**src/rtl/relu_pool_if.sv**
```systemverilog
// Handshake bundle between the bias-add stage, the ReLU/max-pool stage and the
// feature-map writeback.
//   in_data   : array_size signed lanes, lane i at [(i+1)*data_size-1 : i*data_size]
//   in_done   : per-lane done flags; a beat is valid only when all are set
//   in_ready  : stage can accept a beat this cycle
//   flush     : close the current pooling window early
//   out_data  : pooled lanes, same packing as in_data
//   out_valid : out_data holds an unconsumed result
//   out_ready : downstream accepts out_data
//   beat_cnt  : beats already collected in the current window
//   lane_err  : sticky flag, set by a partial done vector
// Modports: master drives the inputs of the stage, slave is the stage itself.
interface relu_pool_if #(
  parameter int unsigned data_size  = 16,
  parameter int unsigned array_size = 9
);
  logic [array_size*data_size-1:0] in_data;
  logic [array_size-1:0]           in_done;
  logic                            in_ready;
  logic                            flush;
  logic [array_size*data_size-1:0] out_data;
  logic                            out_valid;
  logic                            out_ready;
  logic [3:0]                      beat_cnt;
  logic                            lane_err;

  modport master (
    output in_data, in_done, flush, out_ready,
    input  in_ready, out_data, out_valid, beat_cnt, lane_err
  );

  modport slave (
    input  in_data, in_done, flush, out_ready,
    output in_ready, out_data, out_valid, beat_cnt, lane_err
  );
endinterface

```
**src/rtl/relu_pool_stage.sv**
```systemverilog
// ReLU + max-pool stage. Each accepted beat is rectified per lane and folded
// into a per-lane running maximum; after pool_len beats (or an early flush) the
// per-lane maxima are loaded into a registered valid/ready output slot.
// Ports:
//   clk   : clock, rising edge
//   reset : asynchronous, active-high
//   bus   : relu_pool_if.slave (input beats, flush, pooled output, status)
// Optional feature: define RELU_CLIP_EN to bound the ReLU output at clip_max
// (bounded ReLU for 8-bit requantization downstream). Without it clip_max is
// unused and no clip logic is built.
module relu_pool_stage #(
  parameter int unsigned                 data_size  = 16,
  parameter int unsigned                 array_size = 9,
  parameter int unsigned                 pool_len   = 4,
  parameter logic signed [data_size-1:0] clip_max   = 16'sd255
) (
  input logic        clk,
  input logic        reset,
  relu_pool_if.slave bus
);

  localparam logic [3:0] last_beat = 4'(pool_len - 1);

  if (pool_len < 2 || pool_len > 16) begin : g_bad_pool_len
    $error("relu_pool_stage: pool_len must be in 2..16");
  end
  if (clip_max < 0) begin : g_bad_clip_max
    $error("relu_pool_stage: clip_max must be non-negative");
  end

  logic signed [data_size-1:0] acc_q [array_size];
  logic [array_size*data_size-1:0] out_data_q;
  logic                            out_valid_q;
  logic [3:0]                      beat_cnt_q;
  logic                            lane_err_q;
  logic                            flush_pend_q;

  logic signed [data_size-1:0] lane_in  [array_size];
  logic signed [data_size-1:0] relu_val [array_size];
  logic signed [data_size-1:0] merged   [array_size];
  logic [array_size*data_size-1:0] merged_flat;

  logic in_valid, in_ready, accept, slot_free, flush_req;
  logic have_data, is_final, emit, partial;

  always_comb begin
    in_valid  = &bus.in_done;
    partial   = (|bus.in_done) && !in_valid;
    // Only the window-closing beat can stall, and only on an occupied,
    // undrained output slot.
    in_ready  = (beat_cnt_q != last_beat) || !out_valid_q || bus.out_ready;
    accept    = in_valid && in_ready;
    slot_free = !out_valid_q || bus.out_ready;
    flush_req = bus.flush || flush_pend_q;
    have_data = (beat_cnt_q != 4'd0) || accept;
    is_final  = accept && (beat_cnt_q == last_beat);
    // A flushed window emits only when it holds something; the beat accepted
    // in the same cycle is folded in via merged.
    emit      = slot_free && (is_final || (flush_req && have_data));

    merged_flat = '0;
    for (int i = 0; i < array_size; i++) begin
      lane_in[i] = $signed(bus.in_data[i*data_size +: data_size]);
`ifdef RELU_CLIP_EN
      if (lane_in[i][data_size-1]) begin
        relu_val[i] = '0;
      end else if (lane_in[i] > clip_max) begin
        relu_val[i] = clip_max;
      end else begin
        relu_val[i] = lane_in[i];
      end
`else
      relu_val[i] = lane_in[i][data_size-1] ? '0 : lane_in[i];
`endif
      // Accumulators and ReLU outputs are both non-negative, so a rejected
      // beat simply leaves the accumulator value through.
      merged[i] = (accept && (relu_val[i] > acc_q[i])) ? relu_val[i] : acc_q[i];
      merged_flat[i*data_size +: data_size] = merged[i];
    end
  end

  always_ff @(posedge clk or posedge reset) begin
    if (reset) begin
      for (int i = 0; i < array_size; i++) acc_q[i] <= '0;
      out_data_q   <= '0;
      out_valid_q  <= 1'b0;
      beat_cnt_q   <= 4'd0;
      lane_err_q   <= 1'b0;
      flush_pend_q <= 1'b0;
    end else begin
      if (partial) lane_err_q <= 1'b1;
      if (emit) begin
        // Load wins over a simultaneous transfer, keeping out_valid high.
        out_data_q   <= merged_flat;
        out_valid_q  <= 1'b1;
        for (int i = 0; i < array_size; i++) acc_q[i] <= '0;
        beat_cnt_q   <= 4'd0;
        flush_pend_q <= 1'b0;
      end else begin
        if (out_valid_q && bus.out_ready) out_valid_q <= 1'b0;
        if (accept) begin
          for (int i = 0; i < array_size; i++) acc_q[i] <= merged[i];
          beat_cnt_q <= beat_cnt_q + 4'd1;
        end
        // A blocked flush with data to emit waits for the slot to free.
        flush_pend_q <= flush_req && have_data;
      end
    end
  end

  assign bus.in_ready  = in_ready;
  assign bus.out_data  = out_data_q;
  assign bus.out_valid = out_valid_q;
  assign bus.beat_cnt  = beat_cnt_q;
  assign bus.lane_err  = lane_err_q;

endmodule
```
**src/flat_wrapper.sv**
```systemverilog
// flat-port wrapper written by rule: the top's interface ports become plain ports
module relu_pool_stage_flat 
#(
  parameter int unsigned                 data_size  = 16,
  parameter int unsigned                 array_size = 9,
  parameter int unsigned                 pool_len   = 4,
  parameter logic signed [data_size-1:0] clip_max   = 16'sd255
)
  (clk, reset, bus_in_data, bus_in_done, bus_flush, bus_out_ready, bus_in_ready, bus_out_data, bus_out_valid, bus_beat_cnt, bus_lane_err);
  relu_pool_if #(.data_size(data_size), .array_size(array_size)) bus_i ();
  input logic clk;
  input logic reset;
  input wire logic [$bits(bus_i.in_data)-1:0] bus_in_data;
  input wire logic [$bits(bus_i.in_done)-1:0] bus_in_done;
  input wire logic [$bits(bus_i.flush)-1:0] bus_flush;
  input wire logic [$bits(bus_i.out_ready)-1:0] bus_out_ready;
  output wire logic [$bits(bus_i.in_ready)-1:0] bus_in_ready;
  output wire logic [$bits(bus_i.out_data)-1:0] bus_out_data;
  output wire logic [$bits(bus_i.out_valid)-1:0] bus_out_valid;
  output wire logic [$bits(bus_i.beat_cnt)-1:0] bus_beat_cnt;
  output wire logic [$bits(bus_i.lane_err)-1:0] bus_lane_err;
  assign bus_i.in_data = bus_in_data;
  assign bus_i.in_done = bus_in_done;
  assign bus_i.flush = bus_flush;
  assign bus_i.out_ready = bus_out_ready;
  assign bus_in_ready = bus_i.in_ready;
  assign bus_out_data = bus_i.out_data;
  assign bus_out_valid = bus_i.out_valid;
  assign bus_beat_cnt = bus_i.beat_cnt;
  assign bus_lane_err = bus_i.lane_err;
  relu_pool_stage #(.data_size(data_size), .array_size(array_size), .pool_len(pool_len), .clip_max(clip_max)) u_core (.clk(clk), .reset(reset), .bus(bus_i));
endmodule
```
**config.mk**
```make
export PLATFORM = sky130hd
export DESIGN_NAME = relu_pool_stage_flat
export DESIGN_NICKNAME = d
export VERILOG_FILES = /design/src/rtl/relu_pool_if.sv /design/src/rtl/relu_pool_stage.sv /design/src/flat_wrapper.sv
export SDC_FILE = /design/constraint.sdc
export NUM_CORES = 1
export LEC_CHECK = 0
export ABC_AREA = 0
export CAP_MARGIN = 20
export CORE_MARGIN = 2
export CORE_UTILIZATION = 65
export DETAILED_ROUTE_END_ITERATION = 6
export DONT_BUFFER_PORTS = 1
export PLACE_DENSITY = 0.81
export SYNTH_ARGS = -nofsm -noshare
export SYNTH_HDL_FRONTEND = slang
export SYNTH_SLANG_ARGS = --single-unit
```
**constraint.sdc**
```tcl
create_clock -name clk -period 13.67 [get_ports clk]
set_input_delay 4.101 -clock clk [delete_from_list [all_inputs] [get_ports clk]]
set_output_delay 4.101 -clock clk [all_outputs]
set_load 0.1 [all_outputs]
```
=== After elaboration in Yosys (flattened, before gate mapping) ===
Cells that the tools add are included.

* Flip-flop bits (word level): 295
* Bits of input ports: 157
* Output and inout port bits: 151
* Word-level logic and storage cells: 79

* Add/sub/neg operators: 1
* Magnitude comparators: 9
* Equality and inequality tests: 2
* Mux-type cells: 25
* Reductions and logical operators: 28

{| class="wikitable"
|+ Operators with widths
! cell !! number
|-
| 144-bit two-way mux || 2
|-
| 16-bit > comparator || 9
|-
| 16-bit two-way mux || 9
|-
| 15-bit two-way mux || 9
|-
| 1-bit logical AND || 15
|-
| 9-bit AND reduction || 1
|-
| 9-bit OR reduction || 1
|-
| 4-bit two-way mux || 2
|-
| 1-bit logical OR || 6
|-
| 4-bit by 1-bit adder with 4-bit output (second input constant) || 1
|-
| 4-bit by 2-bit == test with 1-bit output (second input constant) || 1
|-
| 4-bit by 2-bit inequality test with 1-bit output (second input constant) || 1
|-
| 2-bit nonzero test || 2
|-
| 4-bit nonzero test || 1
|-
| 1-bit two-way mux || 3
|-
| 1-bit logical NOT || 2
|}

=== Longest topological paths before layout ===
* Depth in word-level cells: 9
* Gate-level depth with buffers: 12
* Depth with buffers taken out: 9

=== Worst setup path before layout ===
No wires, ideal clock.

* Kind: input -> output
* From: input port bus_out_ready
* To: output port bus_in_ready
* Arrival time: 5.094 ns
* Required time: 9.569 ns
* Slack: 4.475 ns
* Stages: 4
* Path buffers: 1
* Cells stage by stage: nand2b_1 -> buf_2 -> nor2_4 -> inv_1

* Word-level cells in the longest chain between the ends: 1

{| class="wikitable"
|+ Ends and longest elaborated chain
! item !! line !! text
|-
| start, declared || flat_wrapper.sv:16 || <nowiki>input wire logic [$bits(bus_i.out_ready)-1:0] bus_out_ready;</nowiki>
|-
| 1-bit logical OR || relu_pool_stage.sv:51 || <nowiki>in_ready = (beat_cnt_q != last_beat) || !out_valid_q || bus.out_ready;</nowiki>
|-
| end, declared || flat_wrapper.sv:17 || <nowiki>output wire logic [$bits(bus_i.in_ready)-1:0] bus_in_ready;</nowiki>
|}

Every way passes these cells.

=== Worst setup path after layout ===
Same ends and word-level chain as after synthesis.

==> results.json <==
{
  "outcome": "completed",
  "yosys_register_bits": 295,
  "slew_headroom": 0.283,
  "fin_cells": 2156,
  "final.min_clock_period_ps": 9590,
  "ys.flop_type": "dfrtp_1",
  "gp_congestion": 0.847,
  "start_util": 0.662,
  "crit_path_start": "bus_out_ready",
  "worstPathRequired_ps": 9570,
  "slew_viol_final": 0,
  "clk_latency_ps": 500,
  "min_path_cells": 2,
  "hold_viol_final": 0,
  "post-place-ws_ps": 4070,
  "drt_iter0_drc": 1209,
  "clock_sink_count": 295,
  "htreeDepth": 2,
  "worstSetupPathType": "primary input to output port",
  "final.setup.tns_ps": 0,
  "async_flop_share": 1.00,
  "cts_tree": "built",
  "layout-drive-gt1-share": 0.0435,
  "final_cell_mix": "295 x dfrtp_1, 199 x nand3_1, 169 x nand2_1",
  "routed_via_density": 6.33,
  "cts-buffers-inserted": 34,
  "grt_pass1_wl_mm": 68.9,
  "die_h_um": 167,
  "worstSetupEndpointType": "output port",
  "setup_viol": 0,
  "cp_max_fo": 9,
  "synth_fp_nets": 2162,
  "ant_nets": 0,
  "dp_cells": 2093,
  "grt-ovfl-total": 0,
  "fillers": 1960,
  "rr_startpoint": "u_core.bus.beat_cnt[0]$_DFFE_PP0P_",
  "worst_slack_ps": 4080,
  "drtPass1Iterations": 5,
  "reg2regPathDepth": 9,
  "maxCapViolations": 0,
  "peakVddDrop_mv": 0.212,
  "p_leak_nw": 7.56,
  "cts_resized": 0,
  "netlist_area_um2": 17200,
  "cp_data_arrival_time_ps": 5490,
  "area_growth_syn_to_layout_pct": 6.51,
  "drcViolationCount": 0,
  "fin_crit_sh": 0.701,
  "hold_buffers": 0,
  "io_buffers": 0,
  "core_um2": 26000,
  "die_area_um2": 27800,
  "synth_edf_count": 0,
  "grt_usage": 0.299,
  "grt_max_degree": 184,
  "fin_worst_skew_ps": 15.2,
  "cts_root_buf": "clkbuf_16",
  "dp_hpwl_mm": 28.0,
  "power_density_nw_per_um2": 191,
  "post_cts_buffers": 0,
  "synth.distinct_cells": 54,
  "syn_area_per_cell_um2": 9.21,
  "critPathLaunchType": "primary input",
  "num_vias": 13641,
  "core.rowCount": 59,
  "nets": 2088,
  "dieWidth_um": 167,
  "clk_pin_slew_ps": 60,
  "worstMarginPinSlew_ps": 1080,
  "rsz0062_at_grt": "false",
  "synth_warnings": 0,
  "ys_seq_area_frac": 0.429,
  "io_pins": 308,
  "drt_wl_total_mm": 41.9,
  "antenna_found_initial": 9,
  "grt_pass1_vias": 13656,
  "fin_hold_ws_ps": 556,
  "final_common_cell": "dfrtp_1",
  "syn_inst": 1868,
  "max_freq_mhz": 104,
  "holdCritPathClass": "register to register",
  "post_drt_wl_per_cell_um": 19.5,
  "cts_buffer_depth": 3,
  "holdCritStartpoint": "u_core.acc_q[64]$_DFFE_PP0P_"
}
[synthesized netlist by cell type (2+ instances only)]
cell type,number,share of area
o311ai_0,56,0.029
buf_2,26,0.0076
or3_1,56,0.020
and2_1,3,0.0011
o31a_2,2,0.0012
xor2_1,2,0.0010
nor2b_1,141,0.051
nand3b_1,4,0.0017
nor4_1,6,0.0022
a21boi_0,4,0.0017
a21oi_1,52,0.015
o21a_1,9,0.0039
ha_1,137,0.10
nor3_1,3,0.00087
or2_2,5,0.0018
a221o_1,3,0.0017
mux2_2,2,0.0013
nand4_1,20,0.0073
buf_4,8,0.0035
o21ai_1,17,0.0049
o211ai_1,68,0.030
o31a_1,5,0.0025
and3_1,4,0.0015
a41oi_1,4,0.0020
nand4b_1,9,0.0046
dfrtp_1,295,0.43
clkbuf_1,70,0.015
or4_1,5,0.0022
buf_6,5,0.0033
buf_1,11,0.0024
a21o_1,21,0.0092
nand3_1,199,0.058
clkbuf_2,2,0.00058
nand2b_1,12,0.0044
inv_1,145,0.032
o21ai_0,140,0.041
nand2_1,171,0.037
mux2i_1,75,0.044
and4_1,7,0.0036
a211oi_1,14,0.0061
nor2_1,37,0.0081
[metrics by stage]
step | power [W] | instance area, um2 | util
2_1_floorplan | 0.00248 | 17200 | -
3_3_place_gp | 0.00258 | 17200 | 0.662
3_5_place_dp | 0.00261 | 17200 | 0.662
4_1_cts | 0.00352 | 18300 | 0.704
5_1_grt | 0.00364 | 18300 | 0.705
6_report | 0.00350 | 18300 | 0.705
[where the power goes]
part           internal, W  switching [W]
Sequential         0.00103        0.00113
Combinational     0.000176       0.000257
Clock             0.000556       0.000351
[path summary, 6_finish.rpt]
path / endpoint / slack, ps
min: u_core.acc_q[64]$_DFFE_PP0P_ / 560
max in group asynchronous: u_core.acc_q[25]$_DFFE_PP0P_ / 8610
min in group asynchronous: u_core.bus.out_data[6]$_DFFE_PP0P_ / 3550
min reg2reg: u_core.acc_q[64]$_DFFE_PP0P_ / 560
max reg2reg: u_core.acc_q[106]$_DFFE_PP0P_ / 8930
max: bus_in_ready / 4080
[per-layer routing]
| layer | global-route usage | vias up | part of all wire |
|---|---|---|---|
| li1 | - | 6490 | - |
| met1 | 0.395 | 6539 | 0.42 |
| met2 | 0.484 | 523 | 0.47 |
| met3 | 0.0841 | 81 | 0.090 |
| met4 | 0.0862 | 8 | 0.022 |
| met5 | 0 | - | 0.00083 |
[critical path, stage by stage]
cell and delay (ps):
nand2b_1 340, nor2_4 460, inv_1 580
[cell families after synthesis]
kind of cell | after synthesis | synth area share
and+or+nand+nor | 685 | 0.208
AOI/OAI and AO/OA | 405 | 0.153
DFF | 295 | 0.429
buffers and inverters | 267 | 0.0642
adders and majority gates | 137 | 0.0997
muxes | 77 | 0.0450
xor gates and xnor gates | 2 | 0.00102
[sequential cells by signal, summed over array words and instances (netlist names)]
register	count
u_core.bus.out_data	144
u_core.bus.out_valid	1
u_core.bus.beat_cnt	4
u_core.acc_q	144
u_core.bus.lane_err	1
u_core.flush_pend_q	1
[layout make-up]
cell class	instances	area [um2]	area share
well taps	335	419	0.0229
flip-flops and latches	295	7380	0.403
repair buffers	12	103	0.00560
clock inverters	5	77.6	0.00423
diodes	6	15.0	0.000820
inverters	145	552	0.0301
clock buffers	52	1030	0.0564
multi-input cells	1306	8740	0.477
Note: power is estimated with default switching activity, not from simulation.
